==> src/rtl/mem_seq_pkg.sv <==
// Shared types and constants for the mapped-memory request sequencer.
// Holds the FSM state type, the open-bus read value and the default wait limit.
package mem_seq_pkg;

    typedef enum logic [1:0] {
        IDLE = 2'd0,
        BUSY = 2'd1,
        DONE = 2'd2
    } seq_state_t;

    localparam logic [7:0] MEM_OPEN_BUS    = 8'hFF;
    localparam int         DEFAULT_TIMEOUT = 255;

endpackage

==> src/rtl/mem_req_timer.sv <==
// Saturating 8-bit wait counter for an outstanding memory request.
// expire is high while the count sits at TIMEOUT-1; it never wraps.
module mem_req_timer
    import mem_seq_pkg::*;
#(
    parameter int TIMEOUT = DEFAULT_TIMEOUT
) (
    input  logic clk,
    input  logic reset_n,
    input  logic clear,
    input  logic enable,
    output logic expire
);

    localparam logic [7:0] LAST = 8'(TIMEOUT - 1);

    logic [7:0] count_reg;

    always_ff @(posedge clk or negedge reset_n) begin
        if (!reset_n) begin
            count_reg <= '0;
        end else if (clear) begin
            count_reg <= '0;
        end else if (enable && (count_reg != LAST)) begin
            count_reg <= count_reg + 8'd1;
        end
    end

    assign expire = (count_reg == LAST);

endmodule

==> src/rtl/slot_mem_req_seq.sv <==
// Converts one mapped CPU access into a single req/ack memory transaction,
// stalling the CPU until completion and holding read data until mreq drops.
module slot_mem_req_seq
    import mem_seq_pkg::*;
#(
    parameter int ADDR_W  = 27,
    parameter int DATA_W  = 8,
    parameter int TIMEOUT = DEFAULT_TIMEOUT
) (
    input  logic              clk,
    input  logic              reset_n,
    input  logic              mreq,
    input  logic              rd,
    input  logic              wr,
    input  logic [DATA_W-1:0] cpu_din,
    input  logic [ADDR_W-1:0] map_addr,
    input  logic              map_ram_cs,
    output logic              cpu_wait,
    output logic [DATA_W-1:0] cpu_dout,
    output logic              rd_valid,
    output logic              mem_req,
    output logic              mem_we,
    output logic [ADDR_W-1:0] mem_addr,
    output logic [DATA_W-1:0] mem_wdata,
    input  logic [DATA_W-1:0] mem_rdata,
    input  logic              mem_ack,
    output logic              timeout_err
);

    localparam logic [DATA_W-1:0] OPEN_BUS = DATA_W'(MEM_OPEN_BUS);

    seq_state_t state_reg, state_next;

    logic              start;
    logic              load;
    logic              complete;
    logic              abort;
    logic              release_access;
    logic              expire;
    logic              mem_req_reg;
    logic              mem_we_reg;
    logic [ADDR_W-1:0] mem_addr_reg;
    logic [DATA_W-1:0] mem_wdata_reg;
    logic [DATA_W-1:0] cpu_dout_reg;
    logic              rd_valid_reg;
    logic              timeout_err_reg;

    // Gated by reset_n so a held mreq cannot raise cpu_wait while in reset.
    assign start = reset_n && (state_reg == IDLE) && mreq && map_ram_cs && (rd || wr);

    always_ff @(posedge clk or negedge reset_n) begin
        if (!reset_n) begin
            state_reg <= IDLE;
        end else begin
            state_reg <= state_next;
        end
    end

    always_comb begin
        state_next = state_reg;
        case (state_reg)
            IDLE:    if (start) state_next = BUSY;
            BUSY:    if (mem_ack || expire) state_next = DONE;
            DONE:    if (!mreq) state_next = IDLE;
            default: state_next = IDLE;
        endcase
    end

    always_comb begin
        cpu_wait       = 1'b0;
        load           = 1'b0;
        complete       = 1'b0;
        abort          = 1'b0;
        release_access = 1'b0;
        case (state_reg)
            IDLE: begin
                cpu_wait = start;
                load     = start;
            end
            BUSY: begin
                cpu_wait = 1'b1;
                complete = mem_ack;
                abort    = !mem_ack && expire;
            end
            DONE:    release_access = !mreq;
            default: ;
        endcase
    end

    mem_req_timer #(
        .TIMEOUT (TIMEOUT)
    ) u_timer (
        .clk     (clk),
        .reset_n (reset_n),
        .clear   (load),
        .enable  (state_reg == BUSY),
        .expire  (expire)
    );

    always_ff @(posedge clk or negedge reset_n) begin
        if (!reset_n) begin
            mem_req_reg     <= 1'b0;
            mem_we_reg      <= 1'b0;
            mem_addr_reg    <= '0;
            mem_wdata_reg   <= '0;
            cpu_dout_reg    <= OPEN_BUS;
            rd_valid_reg    <= 1'b0;
            timeout_err_reg <= 1'b0;
        end else begin
            if (load) begin
                mem_req_reg   <= 1'b1;
                mem_we_reg    <= wr;
                mem_addr_reg  <= map_addr;
                mem_wdata_reg <= cpu_din;
            end
            if (complete) begin
                mem_req_reg <= 1'b0;
                if (!mem_we_reg) begin
                    cpu_dout_reg <= mem_rdata;
                    rd_valid_reg <= 1'b1;
                end
            end
            if (abort) begin
                mem_req_reg     <= 1'b0;
                cpu_dout_reg    <= OPEN_BUS;
                timeout_err_reg <= 1'b1;
                if (!mem_we_reg) begin
                    rd_valid_reg <= 1'b1;
                end
            end
            if (release_access) begin
                rd_valid_reg <= 1'b0;
            end
        end
    end

    assign mem_req     = mem_req_reg;
    assign mem_we      = mem_we_reg;
    assign mem_addr    = mem_addr_reg;
    assign mem_wdata   = mem_wdata_reg;
    assign cpu_dout    = cpu_dout_reg;
    assign rd_valid    = rd_valid_reg;
    assign timeout_err = timeout_err_reg;

endmodule

==> config.mk <==
export PLATFORM = sky130hd
export DESIGN_NAME = slot_mem_req_seq
export DESIGN_NICKNAME = d
export VERILOG_FILES = /design/src/rtl/mem_seq_pkg.sv /design/src/rtl/mem_req_timer.sv /design/src/rtl/slot_mem_req_seq.sv
export SDC_FILE = /design/constraint.sdc
export NUM_CORES = 1
export LEC_CHECK = 0
export ABC_AREA = 1
export BUFFER_PORTS_ARGS = -buffer_cell sky130_fd_sc_hd__buf_2
export CORE_UTILIZATION = 35
export DETAILED_ROUTE_END_ITERATION = 6
export SLEW_MARGIN = 10
export SYNTH_ARGS = -nofsm -noshare
export SYNTH_HDL_FRONTEND = slang
export SYNTH_HIERARCHICAL = 1
export SYNTH_SLANG_ARGS = --single-unit
==> constraint.sdc <==
create_clock -name clk -period 1.75 [get_ports clk]
set_input_delay 0.2625 -clock clk [delete_from_list [all_inputs] [get_ports clk]]
set_output_delay 0.2625 -clock clk [all_outputs]
set_load 0.01 [all_outputs]
# Yosys cells after proc, flatten, opt, wreduce, memory -nomap -nowiden
# Index checks and enable logic that the tools add are counted.
totals:
  ff_bits: 57
  output_inout_bits: 48
  inputBits: 50
classes:
  eq_ne: 8
  reduce_logical: 16
  mux: 22
  add_sub_neg: 1
ops:
  columns: ["operator", "n"]
  rows:
  - ["$mux W8", 5]
  - ["$mux W1", 12]
  - ["$add A8 B1 Y8 const B", 1]
  - ["$eq A8 B8 Y1 const B", 1]
  - ["$ne A2 B2 Y1 const B", 4]
  - ["$ne A8 B8 Y1 const B", 1]
  - ["$logic_and A1 B1 Y1", 6]
  - ["$mux W2", 3]
  - ["$pmux W2 S3", 1]
  - ["$reduce_bool A2 Y1", 2]
  - ["$reduce_and A3 Y1", 1]
  - ["$reduce_bool A3 Y1", 1]
  - ["$eq A2 B1 Y1 const B", 1]
  - ["$eq A2 B2 Y1 const B", 1]
  - ["$logic_not A1 Y1", 2]
  - ["$logic_not A2 Y1", 1]
  - ["$logic_or A1 B1 Y1", 2]
  - ["$pmux W1 S2", 1]
  - ["$reduce_and A2 Y1", 1]

# Logic depth before layout (Yosys ltp)
logic_depth:
  depth_word: 9
  ltp_mapped: 12
  mapped_depth_nobuf: 12

# By module
# Netlist, hierarchy kept.
by_module_without_submodules:
  columns: ["mod", "cells_each", "area_each_um2", "n_inst"]
  rows:
  - ["slot_mem_req_seq", 244, 2065.7, 1]
  - ["mem_req_timer", 71, 525.5, 1]

# Worst setup path before layout
# Ideal clock, no wire load.
synth_path:
  path_kind: "register to register"
  start: "register u_timer.count_reg[0]"
  end: "register cpu_dout_reg[0] (netlist: cpu_dout[0])"
  stages_incl_launch_ff: 12
  arrival_ns: 1.495
  slack_ns: 0.179
  setup_ns: 0.076
  cell_sequence: "dfrtp_1 -> inv_1 -> ha_1 -> nand2_1 -> nor2_1 -> nand2_4 -> inv_2 -> nor2_1 -> nor2_1 -> nand2_1 -> nand2_1 -> nand2_1"
synth_between:
  elab_chain_cells: 5
  word_cells_on_any_way: 7
  classes_between: "eq/ne (2); mux (2); reduce/logical (3)"
synth_lines:
  columns: ["item", "line", "rtl"]
  rows:
  - ["start: declaration", "mem_req_timer.sv:17", "logic [7:0] count_reg;"]
  - ["start signal: assignment", "mem_req_timer.sv:25", "count_reg <= count_reg + 8'd1;"]
  - ["$eq A8 B8 Y1 *", "mem_req_timer.sv:29", "assign expire = (count_reg == LAST);"]
  - ["net expire", "slot_mem_req_seq.sv:39", "logic expire;"]
  - ["$logic_and A1 B1 Y1 *", "slot_mem_req_seq.sv:83", "abort = !mem_ack && expire;"]
  - ["$mux W1 *", "slot_mem_req_seq.sv:75", "case (state_reg)"]
  - ["$ne A2 B2 Y1 (no line) / $reduce_bool A2 Y1 (equally long branches)", null, null]
  - ["$reduce_and A2 Y1 (no line)", null, null]
  - ["end signal: assignment", "slot_mem_req_seq.sv:119", "cpu_dout_reg <= mem_rdata;"]
  - ["end: declaration", "slot_mem_req_seq.sv:44", "logic [DATA_W-1:0] cpu_dout_reg;"]
# Mark *: on every way through the listed nets, which the timed path passes. The rest lies on a longest branch.
# A chain may end at the register's enable or synchronous reset.

# Worst setup path after layout
layout_path:
  start: "register state_reg[1]"
  end: "output cpu_wait"
layout_between:
  elab_chain_cells: 6
  word_cells_on_any_way: 7
  classes_between: "eq/ne (1); mux (1); reduce/logical (5)"
layout_lines:
  columns: ["item", "line", "rtl"]
  rows:
  - ["start: declaration", "slot_mem_req_seq.sv:32", "seq_state_t state_reg, state_next;"]
  - ["start signal: assignment", "slot_mem_req_seq.sv:55", "state_reg <= state_next;"]
  - ["$logic_not A2 Y1", "slot_mem_req_seq.sv:49, slot_mem_req_seq.sv:75", null]
  - ["$logic_and A1 B1 Y1 (4 in a row)", "slot_mem_req_seq.sv:49", "assign start = reset_n && (state_reg == IDLE) && mreq && map_ram_cs && (rd || wr);"]
  - ["$pmux W1 S2 *", "slot_mem_req_seq.sv:75", null]
  - ["end: declaration", "slot_mem_req_seq.sv:18", "output logic cpu_wait,"]
# Every way passes the cells marked *; elsewhere a longest branch is shown, timed or not.

==> impl_metrics.tcl <==
set metrics [dict create \
    status "finished, final reports clean" \
    cp_slowest_stage_delay_ps 410 \
    setup_ws_ps 124 \
    diodes 0 \
    power_density_nw_per_um2 1290 \
    largest_reg_flops 27 \
    slew_violations 0 \
    num_rows 31 \
    syn_inst 315 \
    dieArea_um2 7750 \
    dpl_worst_slack_ps 30.5 \
    cts_max_path_buffers 2 \
    ios 98 \
    numCtsBuffers 9 \
    syn_area_per_cell_um2 8.23 \
    fin_crit_ps 1630 \
    slowest_stage "dfrtp_1" \
    worstPathCellList "inv_2 > nand2_1 > nor2_4 > nand2_4 > nand2_1 > buf_2" \
    wirelength_um 6000 \
    hold_viol_final 0 \
    yosysWarnings 6 \
    cp.required_ps 1490 \
    end_kind "primary output" \
    rsz0062_at_grt "false" \
    syn_nets 367 \
    die_height_um 88.0 \
    multi_input_area_um2 1010 \
    timing.setup.tns_ps 0 \
    dp.cells 506 \
    hpwl_um 4060 \
    cts_hold_buffers 0 \
    wl_per_cell_um 11.5 \
    root_buffer "clkbuf_8" \
    fp.coreArea_um2 7210 \
    overflow 0 \
    die_x_um 88.0 \
    clk_latency_ps 330 \
    totalPowerFinal_mw 4.39 \
    layout-drive-gt1-share 0.349 \
    cts_tree "built" \
    seq_area_um2 1440 \
    critical_path_class "flop to primary output" \
    top_layer_used "met4" \
    maxSlewHeadroom 0.518 \
    fin_hold_ws_ps 101 \
    ys_seq_area_frac 0.554 \
    r2r-start "u_timer/count_reg[0]" \
    vias 2351 \
    dpl-instance-area_um2 3190 \
    utilization 0.473 \
    ir_drop_mv 0.593 \
    startpoint_type "flop" \
    wl_met2_um 2590 \
    dr_wl_met3_um 451 \
    grt_usage 0.166 \
    place_congestion 0.759 \
    antenna_found_initial 0 \
    ff2ff_setup_slack_ps 130 \
    grt_max_degree 58 \
    hp-class "input port to asynchronous set/reset pin" \
    htreeDepth 3 \
    worstMarginPinSlew_ps 723 \
    syn2layout_area_growth_pct 31.8 \
    drt_pass1_iterations 4 \
    setup_viol 0 \
    yosys_register_bits 57 \
    p_leak_nw 1.98 \
    fillers 736 \
    period_share 0.929 \
    finalInstanceArea_um2 3410 \
    drt-met1-wl_um 2880 \
    first_global_vias 2191 \
    synth_area_um2 2590 \
    drv_cap 0 \
    fmax_mhz 615 \
    crit_start "state_reg[1]" \
    fin_nets 471 \
    path_clk_slew_ps 60 \
    cp_max_fo 13 \
    crit_top_cell "nand2_1" \
    synth.distinct_cells 21 \
    finalClockSkew_ps 5.93 \
    viasPerCell 4.50 \
    final_cells 523 \
    start_util 0.359 \
    route.detailed.drc 0 \
    arrival_ps 1360 \
    cts_sinks 57 \
    grt_pass1_wl_um 9830 \
    numPortBuffers 97 \
    drt_iter0_drc 111 \
    drtAntennaViolNets 0 \
]
-- path summary, 6_finish.rpt --
kind | endpoint | cells after the start
min in group clk | mem_addr[8] | 3
worst min register to register | mem_addr[15] | 2
worst max-delay path | cpu_wait | 6
worst max register to register | cpu_dout[4] | 12
max in group asynchronous | mem_wdata[4] | 2
worst min-delay path | u_timer/count_reg[7] | 2
-- worst max-delay path, delay by kind of cell (launching register included) --
family / cells / cell delay, ps
buffers and inverters: 2 / 210
AND/OR/NAND/NOR: 4 / 410
flip-flops: 1 / 410
-- final cells by class --
class / instances / share of cell area
inverter: 27 / 0.0311
multi-input combinational: 221 / 0.296
timing repair buffer: 103 / 0.155
clock buffer: 12 / 0.0454
sequential: 57 / 0.421
tap: 99 / 0.0363
clock inverter: 4 / 0.0150
-- Yosys cell counts --
cell type | n | area, µm²
nand2_2 | 3 | 18.8
buf_4 | 1 | 7.51
dfstp_2 | 8 | 210
nor2_1 | 13 | 48.8
nor2_4 | 4 | 45.0
nand2_1 | 140 | 526
dfrtp_1 | 49 | 1230
xor2_1 | 3 | 26.3
buf_2 | 9 | 45.0
inv_2 | 6 | 22.5
nor3_1 | 1 | 5.00
nand4_1 | 2 | 12.5
o21ai_1 | 2 | 10.0
ha_1 | 2 | 25.0
nor2_2 | 1 | 6.26
a21oi_1 | 2 | 10.0
nand2_4 | 3 | 33.8
inv_1 | 20 | 75.1
nand3_1 | 44 | 220
a21oi_2 | 1 | 8.76
clkinv_4 | 1 | 8.76
-- routing by layer --
| layer | GRT usage | up-vias |
|---|---|---|
| li1 | - | 1187 |
| met1 | 0.220 | 1077 |
| met2 | 0.248 | 79 |
| met3 | 0.0547 | 8 |
| met4 | 0.0748 | 0 |
| met5 | 0 | - |
-- logic make-up (layout without fill, tap and decap cells) --
family / count (synthesis) / count (layout) / share of synthesized area
AOI/OAI and AO/OA: 5 / 5 / 0.0111
xor gates and xnor gates: 3 / 3 / 0.0101
adders and majority gates: 2 / 2 / 0.00966
buffers and inverters: 37 / 146 / 0.0613
DFF: 57 / 57 / 0.554
and+or+nand+nor: 211 / 211 / 0.353
-- cell usage in the layout, fill, tap and decap left out, types with 3 or more instances in the layout --
| cell | n |
|---|---|
| nand2_1 | 139 |
| buf_2 | 97 |
| dfrtp_1 | 49 |
| nand3_1 | 44 |
| inv_1 | 19 |
| nor2_1 | 12 |
| clkbuf_8 | 11 |
| dfstp_2 | 8 |
| inv_2 | 7 |
| buf_4 | 6 |
| nor2_4 | 5 |
| nand2_4 | 4 |
| nand2_2 | 3 |
| xor2_1 | 3 |
-- report_power, final --
group / leakage, nW / switching [mW] / internal, mW
logic: 1.17 / 0.666 / 0.488
clock network: 0.103 / 0.528 / 0.735
registers: 0.702 / 0.237 / 1.74
total: 1.98 / 1.43 / 2.96
-- what timing repair did --
action                                  4_1_cts  5_1_grt
resized for setup                             0        5
setup buffers                                 0        1
endpoints found under the setup margin        0       10
No activity file was read; power rests on OpenSTA's default activity.
